--- src/rtl/pong_game_ctrl.sv ---
// Pong game-flow sequencer: serve timing, scoring, match end and winner reporting.
// Optional ball speed-up on paddle hits is built only when PONG_SPEEDUP_EN is defined.
module pong_game_ctrl #(
    parameter int unsigned WIN_SCORE          = 9,
    parameter int unsigned SERVE_DELAY_FRAMES = 60,
    parameter int unsigned SCORE_W            = 4,
    parameter int unsigned SPEED_W            = 2,
    parameter int unsigned HITS_PER_SPEEDUP   = 4
) (
    input  logic               clk,
    input  logic               rst_n,
    input  logic               ena,
    input  logic               frame_tick,
    input  logic               start_btn,
    input  logic               miss_left,
    input  logic               miss_right,
    input  logic               paddle_hit,
    output logic               ball_reset,
    output logic               ball_run,
    output logic               serve_dir,
    output logic [SCORE_W-1:0] score_l,
    output logic [SCORE_W-1:0] score_r,
    output logic [1:0]         winner,
    output logic [2:0]         state_o,
    output logic [SPEED_W-1:0] ball_speed
);

    localparam int unsigned CntW = $clog2(SERVE_DELAY_FRAMES + 1);
    localparam logic [SCORE_W-1:0] WinVal = SCORE_W'(WIN_SCORE);
    localparam logic [CntW-1:0] DelayVal = CntW'(SERVE_DELAY_FRAMES);

    typedef enum logic [2:0] {
        StIdle  = 3'd0,
        StServe = 3'd1,
        StPlay  = 3'd2,
        StPoint = 3'd3,
        StOver  = 3'd4
    } state_e;

    state_e             state_q, state_d;
    logic               start_q;
    logic [CntW-1:0]    frame_cnt_q, frame_cnt_d;
    logic [SCORE_W-1:0] score_l_q, score_l_d, score_r_q, score_r_d;
    logic [1:0]         winner_q, winner_d;
    logic               serve_dir_q, serve_dir_d;
    logic               ball_reset_q, ball_reset_d;
    logic               ball_run_q, ball_run_d;
    logic               start_is;

    assign start_is = start_btn & ~start_q;

    always_comb begin
        state_d     = state_q;
        frame_cnt_d = '0;  // counter sits at zero outside SERVE, so every entry starts fresh
        score_l_d   = score_l_q;
        score_r_d   = score_r_q;
        winner_d    = winner_q;
        serve_dir_d = serve_dir_q;
        case (state_q)
            StIdle: begin
                if (start_is) state_d = StServe;
            end
            StServe: begin
                frame_cnt_d = frame_cnt_q;
                if (frame_tick) begin
                    frame_cnt_d = frame_cnt_q + 1'b1;
                    if (frame_cnt_d == DelayVal) state_d = StPlay;
                end
            end
            StPlay: begin
                if (miss_left && miss_right) begin
                    serve_dir_d = ~serve_dir_q;
                    state_d     = StPoint;
                end else if (miss_left) begin
                    if (score_r_q != WinVal) score_r_d = score_r_q + 1'b1;
                    serve_dir_d = 1'b0;
                    state_d     = StPoint;
                end else if (miss_right) begin
                    if (score_l_q != WinVal) score_l_d = score_l_q + 1'b1;
                    serve_dir_d = 1'b1;
                    state_d     = StPoint;
                end
            end
            StPoint: begin
                if (score_l_q == WinVal) begin
                    winner_d = 2'b01;
                    state_d  = StOver;
                end else if (score_r_q == WinVal) begin
                    winner_d = 2'b10;
                    state_d  = StOver;
                end else begin
                    state_d = StServe;
                end
            end
            StOver: begin
                if (start_is) begin
                    score_l_d   = '0;
                    score_r_d   = '0;
                    winner_d    = 2'b00;
                    serve_dir_d = 1'b1;
                    state_d     = StServe;
                end
            end
            default: state_d = StIdle;
        endcase
        ball_run_d   = (state_d == StPlay);
        ball_reset_d = (state_d != StPlay);
    end

    always_ff @(posedge clk or negedge rst_n) begin
        if (!rst_n) begin
            state_q      <= StIdle;
            start_q      <= 1'b1;
            frame_cnt_q  <= '0;
            score_l_q    <= '0;
            score_r_q    <= '0;
            winner_q     <= 2'b00;
            serve_dir_q  <= 1'b1;
            ball_reset_q <= 1'b1;
            ball_run_q   <= 1'b0;
        end else if (ena) begin
            state_q      <= state_d;
            start_q      <= start_btn;
            frame_cnt_q  <= frame_cnt_d;
            score_l_q    <= score_l_d;
            score_r_q    <= score_r_d;
            winner_q     <= winner_d;
            serve_dir_q  <= serve_dir_d;
            ball_reset_q <= ball_reset_d;
            ball_run_q   <= ball_run_d;
        end
    end

`ifdef PONG_SPEEDUP_EN
    localparam int unsigned HitW = (HITS_PER_SPEEDUP > 1) ? $clog2(HITS_PER_SPEEDUP) : 1;

    logic [HitW-1:0]    hit_cnt_q, hit_cnt_d;
    logic [SPEED_W-1:0] speed_q, speed_d;
    logic               serve_entry;

    assign serve_entry = (state_d == StServe) && (state_q != StServe);

    always_comb begin
        hit_cnt_d = hit_cnt_q;
        speed_d   = speed_q;
        if (serve_entry) begin
            hit_cnt_d = '0;
            speed_d   = '0;
        end else if (state_q == StPlay && paddle_hit) begin
            if (hit_cnt_q == HitW'(HITS_PER_SPEEDUP - 1)) begin
                hit_cnt_d = '0;
                if (speed_q != '1) speed_d = speed_q + 1'b1;
            end else begin
                hit_cnt_d = hit_cnt_q + 1'b1;
            end
        end
    end

    always_ff @(posedge clk or negedge rst_n) begin
        if (!rst_n) begin
            hit_cnt_q <= '0;
            speed_q   <= '0;
        end else if (ena) begin
            hit_cnt_q <= hit_cnt_d;
            speed_q   <= speed_d;
        end
    end

    assign ball_speed = speed_q;
`else
    logic unused_paddle_hit;
    assign unused_paddle_hit = paddle_hit;
    assign ball_speed        = '0;
`endif

    assign ball_reset = ball_reset_q;
    assign ball_run   = ball_run_q;
    assign serve_dir  = serve_dir_q;
    assign score_l    = score_l_q;
    assign score_r    = score_r_q;
    assign winner     = winner_q;
    assign state_o    = state_q;

endmodule

--- config.mk ---
export PLATFORM = sky130hd
export DESIGN_NAME = pong_game_ctrl
export DESIGN_NICKNAME = d
export VERILOG_FILES = /design/src/rtl/pong_game_ctrl.sv
export SDC_FILE = /design/constraint.sdc
export NUM_CORES = 1
export LEC_CHECK = 0
export CORE_ASPECT_RATIO = 0.6
export CORE_MARGIN = 10
export CORE_UTILIZATION = 51
export DETAILED_ROUTE_END_ITERATION = 6
export GPL_TIMING_DRIVEN = 0
export PLACE_DENSITY_LB_ADDON = 0.3
export SYNTH_ARGS = -nofsm -noshare
export SYNTH_HDL_FRONTEND = slang
export SYNTH_SLANG_ARGS = --single-unit
--- constraint.sdc ---
create_clock -name clk -period 1.9 [get_ports clk]
set_input_delay 0.285 -clock clk [delete_from_list [all_inputs] [get_ports clk]]
set_output_delay 0.285 -clock clk [all_outputs]
set_load 0.01 [all_outputs]
---- After elaboration in Yosys (flattened, before gate mapping) ----
Index checks and enable logic that the tools add are counted.
Widths: inputs -> output; s select.
cells by class
  add/subtract/negate cells ............... 3
  equal/unequal tests ..................... 21
  mux-type cells .......................... 30
  bitwise gates (word level) .............. 3
  reduce and logical (&&, ||, !) cells .... 10
operators by type and width
  cell                 count
  $mux 4               8
  $mux 3               8
  $ne 2x2->1 const B   8
  $pmux 4 s2           2
  $mux 6               2
  $ne 4x4->1 const B   3
  $pmux 3 s4           1
  $eq 3x2->1 const B   3
  $add 4x1->4 const B  2
  $eq 4x4->1 const B   2
  $reduce_and 4->1     2
  $reduce_and 7->1     1
  $add 6x1->6 const B  1
  $eq 6x6->1 const B   1
  $mux 2               3
  $reduce_and 6->1     1
  $mux 1               4
  $pmux 2 s2           1
  $reduce_bool 2->1    2
  $eq 3x1->1 const B   1
  $eq 3x3->1 const B   1
  $logic_not 3->1      1
  $ne 3x2->1 const B   1
  $ne 3x3->1 const B   1
  6 further kinds      7
storage, ports and cells
  bits in registers ....................... 23
  input port bits ......................... 8
  output and inout bits ................... 18

---- Depth between registers and ports, before layout ----
Gate-level depths: netlist of run 1.
  depth after elaboration ................. 6
  gate-level depth with buffers ........... 6
  depth with buffers taken out ............ 6

---- Least setup slack after synthesis of run 1 ----
OpenSTA, ideal clock, no wires.
  path type ............................... flip-flop to flip-flop
  from .................................... register state_q[0] (netlist: state_o[0])
  to ...................................... register score_l_q[3] (netlist: score_l[3])
  library setup time ...................... 0.118 ns
  arrival time ............................ 1.623 ns
  slack ................................... 0.159 ns
  stages on the path, launching flop included .. 6
  cells stage by stage .................... dfrtp_1 > buf_2 > or3b_2 > and2_0 > o31a_1 > a21o_1
on the way
  longest elaborated chain between the ends .. 3
  elaborated cells on any way between the ends .. 10
  classes of those cells .................. eq/ne (7); mux (1); reduce/logical (2)
RTL lines
  element                                                           RTL line  text
  from (decl)                                                       40        state_e state_q, state_d;
  from (signal assigned)                                            112       state_q <= StIdle;
  from (signal assigned)                                            122       state_q <= state_d;
  $eq 3x2->1 or $eq 3x3->1 (tied branches)                          59        case (state_q)
  $ne 2x2->1 (no source line) or $reduce_bool 2->1 (tied branches)  -
  $reduce_and 7->1 (no source line)                                 -
  to (signal assigned)                                              125       score_l_q <= score_l_d;
  to (decl)                                                         43        logic [SCORE_W-1:0] score_l_q, score_l_d, score_r_q, score_r_d;
Several ways; a longest one is shown, not always the timed one.
A chain may end at the register's enable or synchronous reset.

---- Worst setup path in the final report of run 1 ----
  from .................................... input port start_btn
  to ...................................... register score_l_q[0] (netlist: score_l[0])
on the way
  longest elaborated chain between the ends .. 3
RTL lines
  element                            RTL line  text
  from (decl)                        14        input logic start_btn,
  $and 1x1->1                        50        assign start_is = start_btn & ~start_q;
  $ne 2x2->1 (no source line)        -
  $reduce_and 7->1 (no source line)  -
No other way between the ends.

==> results of run 1 <==
## area by class of cell
cell class / count / area, sq um
Timing Repair Buffer: 23 / 230
Clock buffer: 4 / 45.0
Inverter: 9 / 33.8
Tap cell: 32 / 40.0
Buffer: 6 / 38.8
Fill cell: 201 / 813
Sequential cell: 23 / 581
Multi-Input combinational cell: 99 / 723
## report_power, final
group	total, mW	leakage, nW	switching [mW]	internal [mW]
sequential	0.720	0.294	0.121	0.599
clock	0.307	0.0228	0.157	0.150
combinational	0.691	0.379	0.325	0.366
total	1.72	0.695	0.604	1.11
## repair_timing
action	CTS	global route
gates resized for setup	3	9
endpoints found under the setup margin	1	6
setup buffers	0	1
pin swaps	1	0
cloned	0	0
## per-stage QoR
step / setup TNS (ns) / utilization [%] / worst slack, ns
5_1_grt: -0.0113 / 67.5 / -0.0113
6_report: 0 / 67.5 / 0.0399
4_1_cts: 0 / 65.6 / 0.00428
3_3_place_gp: -1.66 / 63.7 / -0.380
3_5_place_dp: -1.76 / 63.7 / -0.385
2_1_floorplan: 0 / - / 0.159
## placed cells by master (no fill, tap or decap), drive strengths merged, types with 5 or more instances in the layout
cell type | netlist | layout
inv | 9 | 9
buf | 5 | 5
ha | 5 | 5
nand3 | 5 | 5
clkdlybuf4s50 | 0 | 21
clkbuf | 1 | 6
o21ai | 13 | 13
nand2 | 9 | 9
o31ai | 6 | 6
a21oi | 5 | 5
nor2 | 6 | 6
dfrtp | 20 | 20
## flip-flops by register name, summed over array words and instances, names as in the netlist
name and flops:
ball_run 1, ball_reset 1, state_o 3, start_q 1
serve_dir 1, frame_cnt_q 6, winner 2, score_l 4
score_r 4
## synthesized netlist by cell type (3+ instances only)
| master | count | area, sq um |
|---|---|---|
| a21oi_1 | 5 | 25.0 |
| mux2_2 | 4 | 45.0 |
| nand3_1 | 5 | 25.0 |
| or4_1 | 3 | 22.5 |
| ha_1 | 5 | 62.6 |
| buf_4 | 3 | 22.5 |
| nand2_1 | 9 | 33.8 |
| nand3b_1 | 4 | 30.0 |
| o21ai_0 | 13 | 65.1 |
| dfstp_2 | 3 | 78.8 |
| o31ai_1 | 6 | 45.0 |
| dfrtp_1 | 20 | 500 |
| nor3_1 | 3 | 15.0 |
| nor2_1 | 6 | 22.5 |
| inv_1 | 9 | 33.8 |
## critical path: cells and delay by family
family / cells / cell delay [ns]
compound gates: 1 / 0.38
buf+inv: 2 / 0.71
mux: 1 / 0.34
simple gates: 2 / 0.30
## final timing paths
| kind | from | endpoint | slack, ns |
|---|---|---|---|
| worst max-delay path | start_btn | score_l[0] | 0.04 |
| worst min-delay path | ena | start_q | 0.45 |
| worst max register to register | state_o[1] | score_l[0] | 0.06 |
| worst min register to register | ball_run | ball_run | 0.51 |
| max in group asynchronous | rst_n | state_o[2] | 0.65 |
| min in group asynchronous | rst_n | state_o[0] | 0.57 |
## routing by layer
| layer | up-vias | global-route usage, % | wire length (um) |
|---|---|---|---|
| met5 | - | 0 | 0 |
| met4 | 0 | 3.50 | 63 |
| met3 | 6 | 5.36 | 281 |
| met2 | 47 | 21.0 | 1500 |
| met1 | 588 | 17.5 | 1550 |
| li1 | 567 | - | - |
## cell families (layout without fill, tap and decap cells)
| family | count (synthesis) | in the layout | synth area share, % |
|---|---|---|---|
| multiplexers | 4 | 4 | 3.38 |
| flip-flops | 23 | 23 | 43.5 |
| AO/OA/AOI/OAI | 44 | 44 | 23.0 |
| AND/OR/NAND/NOR | 44 | 44 | 19.8 |
| other | 1 | 2 | 0.282 |
| buffers and inverters | 15 | 42 | 5.26 |
| adder cells (fa/ha/maj) | 5 | 5 | 4.70 |
==> summary.log, run 1 <==
INFO  synth          synthArstFlopShare=100%
INFO  drt            drtAntennaViolNets=0
INFO  run_status     status=completed
INFO  timing         final_slew_violations=0
INFO  timing         worst_setup_skew_after_layout=0.00910ns
INFO  cts            cts_tree=yes
INFO  die            core_area=2500squm
INFO  drt            via_per_inst=6.16
INFO  die            die_y=59.6um
INFO  drt            dr_total_vias=1208
INFO  setup_path     timing.reg2reg.worst_path_depth=5
INFO  setup_path     worstPathCellList=clkdlybuf4s50_1 > nand4bb_1 > a211o_4 > clkbuf_4 > nor2_4 > mux2_2
INFO  global_route   grt_antenna_before_repair=0
INFO  layout         num_antenna_cells=0
INFO  synth          synth-seq-cells=23
INFO  hold_path      timing.hold.worst_path_depth=2
INFO  timing         grt_setup_unrepaired=true
INFO  placement      dp_cells=191
INFO  timing         period_needed=1.86ns
INFO  placement      place.detailed.hpwl=2570um
INFO  placement      placed_area=1600squm
INFO  global_route   pin_count_of_the_biggest_net_entering_global_routing=24
INFO  synth          ys_warn_count=0
INFO  hold_path      timing.hold.worst.class=in -> reg
INFO  drt            detail_route.wl_per_cell=17.3um
INFO  setup_path     worstSetupEndpointType=register
INFO  timing         max_freq=538MHz
INFO  synth          number_of_flops_mapped_to_enable_cells_by_yosys=0
INFO  timing         timing.hold.ws=0.446ns
INFO  cts            cts_buffers=3
INFO  placement      gp_routability_congestion=0.843
INFO  cts            cts_hold_repair.buffers=0
INFO  setup_path     critical_path_peak_fanout=10
INFO  timing         max_slew_margin=32.6%
INFO  global_route   grt.total_usage=13.7%
INFO  synth          synth.yosys.seq_area_share=43.5%
INFO  power          peakVddDrop=0.000742V
INFO  drt            drt_pass1_iterations=4
INFO  synth          yosys.cell_types.count=44
INFO  drt            drtIter0Drc=86
INFO  die            floorplan.rows=14
INFO  global_route   global_route_wire_length_before_repair=5720um
INFO  timing         setup-violations-final=0
INFO  die            ioPinCount=26
INFO  layout         layout-drive-gt1-share=15.9%
INFO  cts            clock_latency_of_the_later_clocked_register_in_the_worst_skew_pair=0.27ns
INFO  timing         finalHoldViolCount=0
INFO  layout         fin_nets=178
INFO  power          totalPowerFinal=1.72mW
INFO  setup_path     timing.critical_path.arrival=2.01ns
INFO  layout         instances_no_fill=196
INFO  drt            drt_drc_violations_left=0
INFO  job            cap_viol_max_count=0
INFO  synth          postSynth.topFlopCell=dfrtp_1
INFO  global_route   vias_in_the_first_global_route=1205
INFO  setup_path     crit_path_max_incr_delay=0.51ns
INFO  global_route   overflow=0
INFO  placement      portBuffers=22
INFO  setup_path     required=2.05ns
INFO  timing         finalCritPeriodShare=97.9%
INFO  power          power.density_cell_area=1020nW/um^2
INFO  setup_path     timing.critical_path.from_type=input port
INFO  cts            path_clk_slew=0.09ns
INFO  die            floorplan.die_area=5120squm
INFO  power          power.static_leakage=0.695nW
INFO  synth          post_synth_inst_count=136
INFO  die            starting_density=53.1%
INFO  layout         fin_area=1690squm
INFO  drt            routed_wire_length=3400um
INFO  cts            cts.root.buffer_cell=clkbuf_8
INFO  die            chipWidth=86.0um
INFO  synth          avgSynthCellArea=9.79squm
INFO  cts            clock-sinks=23
INFO  cts            clock_tree.buffer_depth=2
INFO  setup_path     critical_path_class=in -> reg
INFO  layout         flow.area_growth_from_synthesis=27.1%
INFO  synth          syn-cell-area=1330squm
INFO  timing         worst-slew-pin-transition=1.01ns
INFO  cts            clock_tree.htree_level_count=1
INFO  setup_path     crit_path_top_delay_cell=clkdlybuf4s50_1
(Power assumes the default switching activity.)
==> run 2, diff against run 1 <==
--- a/config.mk
+++ b/config.mk
@@ -5,6 +5,7 @@
 export SDC_FILE = /design/constraint.sdc
 export NUM_CORES = 1
 export LEC_CHECK = 0
+export CAP_MARGIN = 10
 export CORE_ASPECT_RATIO = 0.6
 export CORE_MARGIN = 10
 export CORE_UTILIZATION = 51
==> results of run 2 <==
The final DEF is identical to that of run 1; final timing and power are the same.
==> run 3, diff against run 2 <==
--- a/config.mk
+++ b/config.mk
@@ -7,7 +7,6 @@
 export LEC_CHECK = 0
 export CAP_MARGIN = 10
 export CORE_ASPECT_RATIO = 0.6
-export CORE_MARGIN = 10
 export CORE_UTILIZATION = 51
 export DETAILED_ROUTE_END_ITERATION = 6
 export GPL_TIMING_DRIVEN = 0
==> summary.log, run 3 (synthesized netlist as in run 1, its figures left out) <==
INFO  die            core_area=2310squm [was 2500 sq um]
INFO  run_status     status=completed [unchanged]
INFO  timing         period_needed=1.86ns [about the same]
INFO  setup_path     timing.reg2reg.worst_path_depth=5 [unchanged]
INFO  global_route   overflow=0 [unchanged]
INFO  cts            cts_tree=yes [unchanged]
INFO  timing         max_freq=538MHz [about the same]
INFO  setup_path     critical_path_peak_fanout=11 [was 10]
INFO  drt            via_per_inst=6.16 [about the same]
INFO  cts            path_clk_slew=0.07ns [was 0.09 ns]
INFO  setup_path     crit-reg2reg-launch=state_o[2] [was state_o[1]]
INFO  layout         largest_register_ff_count=6 [unchanged]
INFO  cts            clock-sinks=23 [unchanged]
INFO  setup_path     source_of_the_critical_timing_path=state_o[2] [was start_btn]
INFO  power          totalPowerFinal=1.70mW [was 1.72 mW]
INFO  cts            cts_hold_repair.buffers=0 [unchanged]
INFO  placement      gp_routability_congestion=0.907 [was 0.843]
INFO  timing         setup-violations-final=0 [unchanged]
INFO  drt            drtIter0Drc=123 [was 86]
INFO  timing         finalHoldViolCount=0 [unchanged]
INFO  hold_path      timing.hold.worst_path_depth=1 [was 2]
INFO  power          power.static_leakage=0.683nW [was 0.695 nW]
INFO  cts            cts_buffers=3 [unchanged]
INFO  setup_path     worst-r2r-setup-slack=0.04ns [was 0.06 ns]
INFO  setup_path     required=2.05ns [about the same]
INFO  layout         fin_area=1660squm [was 1690 sq um]
INFO  timing         worst-slew-pin-transition=0.999ns [was 1.01 ns]
INFO  die            floorplan.die_area=2830squm [was 5120 sq um]
INFO  layout         final_util=71.7% [was 67.5%]
INFO  drt            dr_total_vias=1196 [was 1208]
INFO  timing         final_slew_violations=0 [unchanged]
INFO  cts            clock_tree.htree_level_count=1 [unchanged]
INFO  die            ioPinCount=26 [unchanged]
INFO  layout         most_frequent_standard_cell_in_the_layout_excluding_fill_and_tap_cells=clkdlybuf4s50_1 [unchanged]
INFO  die            floorplan.rows=13 [was 14]
INFO  drt            routed_wire_length=3340um [was 3400 um]
INFO  global_route   grt.total_usage=26.2% [was 13.7%]
INFO  timing         worst_setup_skew_after_layout=0.0144ns [was 0.00910 ns]
INFO  drt            drt_pass1_iterations=4 [unchanged]
INFO  placement      portBuffers=22 [unchanged]
INFO  die            die_y=41.6um [was 59.6 um]
INFO  layout         final_cell_mix=21 x clkdlybuf4s50_1, 19 x dfrtp_1, 13 x o21ai_0, 9 x nand2_1, 8 x inv_1 [was 21 x clkdlybuf4s50_1, 19 x dfrtp_1, 12 x o21ai_0, 9 x nand2_1, 8 x inv_1]
INFO  cts            cts.root.buffer_cell=clkbuf_8 [unchanged]
INFO  global_route   pin_count_of_the_biggest_net_entering_global_routing=24 [unchanged]
INFO  layout         layout-drive-gt1-share=14.6% [was 15.9%]
INFO  drt            detail_route.wl_per_cell=17.2um [was 17.3 um]
INFO  global_route   global_route_wire_length_before_repair=5300um [was 5720 um]
INFO  timing         finalCritPeriodShare=97.8% [was 97.9%]
INFO  hold_path      min_to=ball_run [was start_q]
INFO  die            starting_density=57.6% [was 53.1%]
INFO  power          power.density_cell_area=1030nW/um^2 [was 1020 nW/um^2]
INFO  setup_path     timing.critical_path.arrival=2.01ns [about the same]
INFO  power          peakVddDrop=0.000697V [was 0.000742 V]
INFO  layout         largest_register=frame_cnt_q [unchanged]
INFO  hold_path      hold_path.startpoint=ball_run [was ena]
INFO  placement      placed_area=1590squm [was 1600 sq um]
INFO  hold_path      timing.hold.worst.class=reg -> reg [was in -> reg]
INFO  global_route   vias_in_the_first_global_route=1077 [was 1205]
INFO  die            chipWidth=68.0um [was 86.0 um]
INFO  drt            drtAntennaViolNets=0 [unchanged]
INFO  setup_path     timing.critical_path.from_type=register [was input port]
INFO  layout         flow.area_growth_from_synthesis=24.4% [was 27.1%]
INFO  cts            clock_latency_of_the_later_clocked_register_in_the_worst_skew_pair=0.28ns [was 0.27 ns]
INFO  layout         fin_nets=178 [unchanged]
INFO  setup_path     critical_path_class=reg -> reg [was in -> reg]
INFO  placement      dp_cells=189 [was 191]
INFO  cts            clock_tree.buffer_depth=2 [unchanged]
INFO  drt            drt_drc_violations_left=0 [unchanged]
INFO  timing         max_slew_margin=33.2% [was 32.6%]
INFO  job            cap_viol_max_count=0 [unchanged]
INFO  global_route   grt_antenna_before_repair=0 [unchanged]
INFO  setup_path     critical_path.reg2reg.endpoint=score_l[0] [unchanged]
INFO  layout         num_antenna_cells=0 [unchanged]
INFO  layout         instances_no_fill=194 [was 196]
INFO  placement      place.detailed.hpwl=2430um [was 2570 um]
INFO  setup_path     worstSetupEndpointType=register [unchanged]
## run 3: critical path, cell delays in order, from the launching register on
cell and delay, ns:
dfrtp_2 0.48, nand2b_1 0.18, a211o_1 0.35, clkbuf_4 0.21, nor2_2 0.17, mux2_2 0.35
## run 3: timing repair
item                                    in CTS  in global routing
pin swaps                                    0                  1
setup buffers                                0                  1
gates resized for setup                      4                  2
endpoints found under the setup margin       1                  5
## run 3: layout make-up
type / count / area (sq um)
multi-input combinational: 99 / 694
fill: 182 / 653
sequential: 23 / 581
timing repair buffer: 23 / 226
clock buffer: 4 / 45.0
buffer: 6 / 38.8
tap: 30 / 37.5
inverter: 9 / 33.8
## run 3: metrics by stage
step	setup WS (ns)	TNS (ns)	hold slack, ns
3_3_place_gp	-0.354	-1.53	0.469
2_1_floorplan	0.159	0	-0.0106
3_5_place_dp	-0.396	-1.97	0.485
6_report	0.0427	0	0.505
4_1_cts	0.0371	0	0.508
5_1_grt	-0.0140	-0.0140	0.534
## run 3: worst max path at each step
stage / endpoint
2_1_floorplan: score_l[3]
3_3_place_gp: score_l[0]
3_5_place_dp: score_l[0]
4_1_cts: score_l[0]
5_1_grt: score_l[0]
6_report: score_l[0]
## run 3: power by group
part | total (mW) | internal, mW | switching, mW | leakage (nW)
clock network | 0.311 | 0.150 | 0.160 | 0.0228
logic | 0.661 | 0.344 | 0.317 | 0.367
registers | 0.728 | 0.599 | 0.129 | 0.294
total | 1.70 | 1.09 | 0.607 | 0.683
## run 3: per-layer routing
layer	wire length, um	track usage [%]	vias to the layer above
li1	-	-	569
met1	1590	40.7	568
met2	1430	32.0	49
met4	93	13.3	0
met3	234	7.69	10
met5	0	0	-
